### src/rtl/fsm_seq_pkg.sv
// Shared definitions for the Fibonacci sequence engine.
//   state_t : control FSM states (IDLE, LOAD, RUN, DONE)
//   STATE_W : width of the state register
package fsm_seq_pkg;

   localparam int unsigned STATE_W = 2;

   typedef enum logic [STATE_W-1:0] {
      S_IDLE = 2'd0,
      S_LOAD = 2'd1,
      S_RUN  = 2'd2,
      S_DONE = 2'd3
   } state_t;

endpackage

### src/rtl/fib_datapath.sv
// Iterative Fibonacci datapath: a/b pair, remaining-step counter k, adder.
// Ports:
//   clk, rst_n      : clock (rising edge), asynchronous active-low reset
//   load            : k <= k_init, a <= 0, b <= 1
//   step            : a <= b, b <= a+b (mod 2^W), k <= k-1
//   k_init          : iteration count to latch on load
//   a_next          : value a will hold after this edge (final result tap)
//   k_is_one        : k == 1 (this step is the last one)
//   k_is_zero       : k == 0 (zero-length run)
module fib_datapath #(
   parameter int unsigned W   = 5,
   parameter int unsigned N_W = 6
) (
   input  logic           clk,
   input  logic           rst_n,
   input  logic           load,
   input  logic           step,
   input  logic [N_W-1:0] k_init,
   output logic [W-1:0]   a_next,
   output logic           k_is_one,
   output logic           k_is_zero
);

   logic [W-1:0]   a;
   logic [W-1:0]   b;
   logic [N_W-1:0] k;

   // a/b are seeded together with k when the start is accepted, so they are
   // already 0/1 throughout the LOAD state and need no separate LOAD strobe.
   always_ff @(posedge clk or negedge rst_n) begin
      if (!rst_n) begin
         a <= '0;
         b <= W'(1);
         k <= '0;
      end else if (load) begin
         a <= '0;
         b <= W'(1);
         k <= k_init;
      end else if (step) begin
         a <= b;
         b <= a + b;
         k <= k - N_W'(1);
      end
   end

   assign a_next    = step ? b : a;
   assign k_is_one  = (k == N_W'(1));
   assign k_is_zero = (k == '0);

endmodule

### src/rtl/fsm_seq_engine.sv
// Start/ready sequence engine computing F(n_iter) mod 2^W, one step per clock.
// Ports:
//   clk_p     : clock, rising edge
//   reset_n   : asynchronous active-low reset
//   start     : level request, sampled in IDLE only
//   abort     : cancels a run in LOAD/RUN
//   n_iter    : iteration count, latched on accepted start
//   expected  : reference result, latched on accepted start
//   out       : F(n_iter) mod 2^W of the last completed run
//   ready     : high in DONE only
//   busy      : high in LOAD and RUN
//   correct   : out matched the latched expected value
//   cycles    : LOAD+RUN cycles of the last run, saturating
module fsm_seq_engine
   import fsm_seq_pkg::*;
#(
   parameter int unsigned W     = 5,
   parameter int unsigned N_W   = 6,
   parameter int unsigned CNT_W = 16
) (
   input  logic             clk_p,
   input  logic             reset_n,
   input  logic             start,
   input  logic             abort,
   input  logic [N_W-1:0]   n_iter,
   input  logic [W-1:0]     expected,
   output logic [W-1:0]     out,
   output logic             ready,
   output logic             busy,
   output logic             correct,
   output logic [CNT_W-1:0] cycles
);

   state_t           state;
   state_t           state_nx;
   logic             accept;
   logic             dp_step;
   logic             finish;
   logic [W-1:0]     a_next;
   logic             k_is_one;
   logic             k_is_zero;
   logic [W-1:0]     exp_q;
   logic [W-1:0]     out_q;
   logic             correct_q;
   logic [CNT_W-1:0] cycles_q;

   fib_datapath #(
      .W   (W),
      .N_W (N_W)
   ) u_dp (
      .clk       (clk_p),
      .rst_n     (reset_n),
      .load      (accept),
      .step      (dp_step),
      .k_init    (n_iter),
      .a_next    (a_next),
      .k_is_one  (k_is_one),
      .k_is_zero (k_is_zero)
   );

   // Abort takes priority over completion; an aborted RUN cycle does not step.
   always_comb begin
      state_nx = state;
      accept   = 1'b0;
      dp_step  = 1'b0;
      finish   = 1'b0;
      case (state)
         S_IDLE: begin
            if (start) begin
               accept   = 1'b1;
               state_nx = S_LOAD;
            end
         end
         S_LOAD: begin
            if (abort) begin
               state_nx = S_IDLE;
            end else if (k_is_zero) begin
               finish   = 1'b1;
               state_nx = S_DONE;
            end else begin
               state_nx = S_RUN;
            end
         end
         S_RUN: begin
            if (abort) begin
               state_nx = S_IDLE;
            end else begin
               dp_step = 1'b1;
               if (k_is_one) begin
                  finish   = 1'b1;
                  state_nx = S_DONE;
               end
            end
         end
         S_DONE: begin
            if (!start) begin
               state_nx = S_IDLE;
            end
         end
         default: state_nx = S_IDLE;
      endcase
   end

   always_ff @(posedge clk_p or negedge reset_n) begin
      if (!reset_n) begin
         state     <= S_IDLE;
         exp_q     <= '0;
         out_q     <= '0;
         correct_q <= 1'b0;
         cycles_q  <= '0;
      end else begin
         state <= state_nx;
         if (accept) begin
            exp_q    <= expected;
            cycles_q <= '0;
         end
         if (state == S_LOAD) begin
            cycles_q <= CNT_W'(1);
         end
         if (dp_step) begin
            cycles_q <= (&cycles_q) ? cycles_q : cycles_q + CNT_W'(1);
         end
         if (finish) begin
            out_q     <= a_next;
            correct_q <= (a_next == exp_q);
         end
      end
   end

   assign out     = out_q;
   assign correct = correct_q;
   assign cycles  = cycles_q;
   assign ready   = (state == S_DONE);
   assign busy    = (state == S_LOAD) || (state == S_RUN);

endmodule

### config.mk
export PLATFORM = sky130hd
export DESIGN_NAME = fsm_seq_engine
export DESIGN_NICKNAME = d
export VERILOG_FILES = /design/src/rtl/fsm_seq_pkg.sv /design/src/rtl/fib_datapath.sv /design/src/rtl/fsm_seq_engine.sv
export SDC_FILE = /design/constraint.sdc
export NUM_CORES = 1
export LEC_CHECK = 0
export CAP_MARGIN = 30
export CORE_ASPECT_RATIO = 1.1
export CORE_MARGIN = 2
export CORE_UTILIZATION = 58
export DETAILED_ROUTE_END_ITERATION = 10
export GPL_TIMING_DRIVEN = 0
export HOLD_SLACK_MARGIN = 0.03
export PLACE_DENSITY = 0.82
export SETUP_SLACK_MARGIN = 0.02
export SYNTH_ARGS = -nofsm -noshare
export SYNTH_HDL_FRONTEND = slang
export SYNTH_HIERARCHICAL = 1
export SYNTH_SLANG_ARGS = --single-unit
### constraint.sdc
create_clock -name clk_p -period 6.1 [get_ports clk_p]
set_input_delay 0.61 -clock clk_p [delete_from_list [all_inputs] [get_ports clk_p]]
set_output_delay 0.61 -clock clk_p [all_outputs]
set_load 0.05 [all_outputs]
After elaboration in Yosys (flattened, before gate mapping)
Index checks and enable logic that the tools add are counted.
{"block": "totals", "register_bits": 45, "in_bits": 15, "out_inout_bits": 24, "word_cells": 54}
{"block": "classes", "add_sub_neg": 3, "n_eq_ne": 9, "n_mux": 26, "reduce_logical": 8}
{"operator": "$mux 16", "count": 4}
{"operator": "$mux 5", "count": 4}
{"operator": "$add 16x1->16 const B", "count": 1}
{"operator": "$reduce_and 16->1", "count": 1}
{"operator": "$mux 6", "count": 2}
{"operator": "$mux 2", "count": 5}
{"operator": "$mux 1", "count": 9}
{"operator": "$pmux 2 s4", "count": 1}
{"operator": "$eq 6x1->1 const B", "count": 1}
{"operator": "$logic_not 6->1", "count": 1}
{"operator": "$ne 2x2->1 const B", "count": 3}
{"operator": "$sub 6x1->6 const B", "count": 1}
{"operator": "$add 5x5->5", "count": 1}
{"operator": "$eq 5x5->1", "count": 1}
{"operator": "$eq 2x2->1 const B", "count": 2}
{"operator": "$ne 3x3->1 const B", "count": 1}
{"operator": "$reduce_and 3->1", "count": 1}
{"operator": "$reduce_bool 3->1", "count": 1}
{"operator": "$eq 2x1->1 const B", "count": 1}
{"operator": "$logic_not 2->1", "count": 1}
{"operator": "$pmux 1 s2", "count": 1}
{"operator": "$reduce_and 2->1", "count": 1}
{"operator": "$reduce_bool 2->1", "count": 1}
{"operator": "$logic_or 1x1->1", "count": 1}

Depth between registers and ports, before layout
{"block": "logic_depth", "word_depth": 5, "ltp_mapped": 14, "depth_no_buf": 10}

Hierarchy
Netlist, hierarchy kept.
{"module": "fsm_seq_engine", "instances": 1, "cells_per_inst": 158, "area_each_um2": 1636.6, "seq_area_each_um2": 725.7}
{"module": "fib_datapath", "instances": 1, "cells_per_inst": 93, "area_each_um2": 928.4, "seq_area_each_um2": 401.6}

Worst setup path after synthesis
Ideal clock, no wire load.
{"block": "synth_path", "kind": "reg2reg", "start": "reg state[0]", "end": "reg correct_q (netlist: correct)", "setup_ns": 0.083, "arrival_ns": 2.346, "slack_ns": 3.672, "stages_incl_launch_ff": 15, "path_buffers": 4, "period_less_slack_ns": 2.428, "cell_sequence": "dfrtp_1 inv_1 ha_1 nand2b_1 clkbuf_2 inv_2 clkbuf_1 buf_2 buf_2 nand2_1 o21ai_0 xor2_1 nor3_1 nand4_1 o21ai_0"}
{"block": "synth_via", "elab_chain_cells": 4, "elab_cells_between_ends": 6, "classes_between": "eq/ne: 3; mux: 3"}
{"element": "start: declaration", "line": "fsm_seq_engine.sv:34", "text": "state_t state;"}
{"element": "start signal: assignment", "line": "fsm_seq_engine.sv:112", "text": "state <= state_nx;"}
{"element": "$eq 2x2->1", "line": "fsm_seq_engine.sv:67", "text": "case (state)"}
{"element": "$mux 1", "line": "fsm_seq_engine.sv:67"}
{"element": "net dp_step", "line": "fsm_seq_engine.sv:37", "text": "logic dp_step;"}
{"element": "$mux 5"}
{"element": "net a_next[1]", "line": "fsm_seq_engine.sv:39", "text": "logic [W-1:0] a_next;"}
{"element": "$eq 5x5->1", "line": "fsm_seq_engine.sv:125", "text": "correct_q <= (a_next == exp_q);"}
{"element": "end signal: assignment", "line": "fsm_seq_engine.sv:125"}
{"element": "end: declaration", "line": "fsm_seq_engine.sv:44", "text": "logic correct_q;"}
The timed path passes the listed nets, and every way through them passes these cells.
A chain may end at the register's enable or synchronous reset.

Worst setup path in the final report
{"block": "layout_path", "start": "in abort", "end": "reg correct_q (netlist: correct)"}
{"block": "layout_via", "elab_chain_cells": 4, "elab_cells_between_ends": 7, "classes_between": "eq/ne: 1; mux: 6"}
{"element": "start: declaration", "line": "fsm_seq_engine.sv:24", "text": "input logic abort,"}
{"element": "$mux 1", "line": "fsm_seq_engine.sv:85", "text": "if (abort) begin"}
{"element": "$mux 1", "line": "fsm_seq_engine.sv:67"}
{"element": "net dp_step", "line": "fsm_seq_engine.sv:37"}
{"element": "$mux 5"}
{"element": "net a_next[1]", "line": "fsm_seq_engine.sv:39"}
{"element": "$eq 5x5->1", "line": "fsm_seq_engine.sv:125"}
The timed path passes the listed nets, and every way through them passes these cells.

==> out/qor.yml <==
worst_setup_path:
  reg2reg_from: "state[0]"
  crit_end: "correct"
  critical_path_class: "input port to register"
  ff2ff_setup_slack_ns: 3.05
  endpoint_kind: "register"
  crit_fanout: 12
  startpoint_type: "input port"
  max_stage_delay_ns: 0.47
  startpoint: "abort"
  crit_chain: "clkdlybuf4s50_1 -> nand2b_1 -> clkbuf_2 -> inv_2 -> clkbuf_1 -> buf_2 -> buf_2 -> nand2_1 -> o21ai_0 -> xor2_1 -> nor3_1 -> nand4_1 -> o21ai_0"
  cp.depth: 13
  crit_family: "buffers and inverters"
  crit_arrival_ns: 3.38
  rr_worst_depth: 14
  regToRegEndpoint: "correct"
  cp_num_buf_inv: 6
  cpMaxStageDelayCell: "clkdlybuf4s50_1"
  required_ns: 6.31
outcome:
  status: "completed"
grt:
  grt_pass1_vias: 2054
  groute.usage.overall_pct: 24.48
  antenna_found_initial: 0
  grt_overflow_total: 0
  grt_first_pass_wirelength_mm: 9.273
  grt_max_degree: 29
logic_synthesis:
  synth.area.mux_share_pct: 8.927
  syn-num-nets: 279
  syn_area_per_cell_um2: 10.22
  synth_most_common_cell: "dfrtp_1"
  synth-compound-area-share_pct: 14.49
  synth_top_family_by_area: "simple AND/OR/NAND/NOR gates"
  ys_seq_area_share_pct: 43.95
  ys_warn_count: 6
  synth.ff_latch_count: 45
  ys_types: 54
  synthArstFlopShare_pct: 100.0
  synth_flop_cell: "dfrtp_1"
  ys_top_cells_by_count: "44 x dfrtp_1, 22 x nand2_1, 15 x mux2_2, 15 x o21ai_0, 12 x ha_1"
  synthAdderAreaFrac_pct: 6.634
  synth_edf_count: 0
  synth_area_mm2: 0.002565
  synthXorXnorAreaFrac_pct: 3.756
  synth_top_area_share_pct: 42.93
  synth_cells: 251
  synth_area_leaders: "dfrtp_1 43%, mux2_2 6.6%, ha_1 5.9%, nand2_1 3.2%, o21ai_0 2.9%"
  synth_top_area_cell: "dfrtp_1"
  yosys.area_share.simple_pct: 18.78
layout:
  num_antenna_cells: 0
  nNetsFinal: 325
  fillers: 329
  multi_input_area_mm2: 0.001349
  areaGrowthSynthToFinish_pct: 22.00
  layout.area.seq_mm2: 0.001127
  drive_gt1_share_pct: 14.43
sta:
  slew_viol_final: 0
  rsz0062_at_grt: "false"
  setup-tns-final_ns: 0
  slew_headroom_pct: 58.77
  fmax_mhz: 316.1
  post-route-period-util_pct: 51.87
  worst_slack_ns: 2.936
  worstMarginPinSlew_ns: 0.6157
  finClkSkew_ns: 0.008221
  fin_crit_ns: 3.164
  setup_viol: 0
  final_hold_viol_count: 0
clock_tree:
  ctsHoldBuffers: 0
  postCtsSetupRepairBufs: 0
  cts-root-buf: "clkbuf_8"
  insertion_delay_ns: 0.29
  cts_resized: 0
  h-tree-depth: 2
  numCtsBuffers: 5
  clock_sinks: 45
  cts_tree: "done"
  clock_path_buffers: 2
  path_clk_slew_ns: 0.08
pwr:
  clockPowerShare_pct: 19.0
  p_comb_share_pct: 40.8
  p_leak_nw: 1.317
  internal-power_uw: 644.7
  p_sw_share_pct: 38.81
  p_per_area_mw_per_mm2: 336.7
  peakVddDrop_mv: 0.2300
  p_seq_share_pct: 40.2
  p_sw_uw: 408.9
drt:
  drt-wirelength-per-cell_um: 15.76
  drt-total-wl_mm: 5.546
  avgViaCountPerCell: 5.994
  dr.pass1.iters: 4
  drc: 0
  vias: 2110
  ant_nets: 0
  first_iter_violations: 121
hold_path:
  hold_path.class: "input port to async pin"
floorplanning:
  core-area_mm2: 0.004285
  dieWidth_um: 67.41
  die-area_mm2: 0.004971
  placementRows: 25
  io_pins: 39
  start_util_pct: 59.85
  die_height_um: 73.75
placement:
  gp_congestion: 0.8350
  place_hpwl_mm: 4.030
  place_ws_ns: 2.636
  port_buffers: 38
job:
  drv_cap: 0
## registers in the layout (all words and copies together) (netlist names)
name,cells
cycles,16
out,5
state,2
u_dp/k,6
u_dp/a,5
u_dp/b,5
exp_q,5
correct,1
## metal layers
layer | vias up | global-route usage, % | wire [um] | share of wire [%]
met5 | - | 0 | 0 | 0
met4 | 0 | 9.297 | 107 | 1.9
met3 | 13 | 5.207 | 302 | 5.4
met2 | 70 | 38.94 | 2724 | 49
met1 | 1024 | 32.70 | 2410 | 43
li1 | 1003 | - | - | -
## power groups by stage
stage | combinational, mW | sequential (mW) | clock, mW
2_1_floorplan | 0.270 | 0.464 | 0
3_3_place_gp | 0.417 | 0.425 | 0
3_5_place_dp | 0.432 | 0.430 | 0
4_1_cts | 0.434 | 0.424 | 0.205
5_1_grt | 0.475 | 0.434 | 0.217
6_report | 0.430 | 0.424 | 0.200
## layout by cell type, fill, tap and decap left out, types with 2 or more instances in the layout
cell / instances
dfrtp_1: 44
clkdlybuf4s50_1: 37
nand2_1: 22
o21ai_0: 15
mux2_2: 15
ha_1: 12
a21oi_1: 11
inv_1: 10
nor2_1: 10
nor2b_1: 8
xnor2_1: 7
clkbuf_8: 7
clkbuf_1: 6
nor3_1: 6
mux2i_1: 6
buf_2: 5
nor4_1: 5
nand4_1: 4
nand3_1: 4
a31oi_1: 4
o311ai_0: 4
xor2_1: 4
nand2b_1: 3
and2_1: 3
nand4b_1: 3
a22oi_1: 3
a21o_1: 3
o31ai_1: 3
and3_1: 2
nor4_2: 2
o21ai_1: 2
o211ai_1: 2
## worst min path at each step
stage,startpoint,endpoint,slack (ns),cells after the start
floorplan,reset_n,correct,0.31,0
global placement,out[1],out[1],0.49,1
detailed placement,out[0],out[0],0.50,1
CTS,reset_n,cycles[7],0.25,1
global route,reset_n,out[0],0.27,1
finish,reset_n,out[0],0.25,1
## cell families after synthesis
| logic type | after synthesis |
|---|---|
| and+or+nand+nor | 82 |
| AOI/OAI and AO/OA | 57 |
| DFF | 45 |
| buffers and inverters | 22 |
| muxes | 21 |
| adders and majority gates | 13 |
| xor gates and xnor gates | 11 |
## per-stage QoR
step	power, mW	utilization, %	hold WS (ns)	area (um^2)	cells
5_1_grt	1.125	73.02	0.2653	3129	352
4_1_cts	1.063	73.02	0.2530	3129	352
3_5_place_dp	0.8618	70.66	0.4985	3028	344
6_report	1.054	73.02	0.2481	3129	352
2_1_floorplan	0.7340	-	0.3144	2565	251
3_3_place_gp	0.8426	70.31	0.4911	3013	343
## cell type report
cell class	instances	area share, %
clock inverter	1	0.1599
clock buffer	7	3.079
sequential	45	36.03
multi-input combinational	184	43.10
tap	54	2.159
timing repair buffer	39	12.63
buffer	11	1.519
inverter	11	1.319
Power figures use the tool's default switching activity.
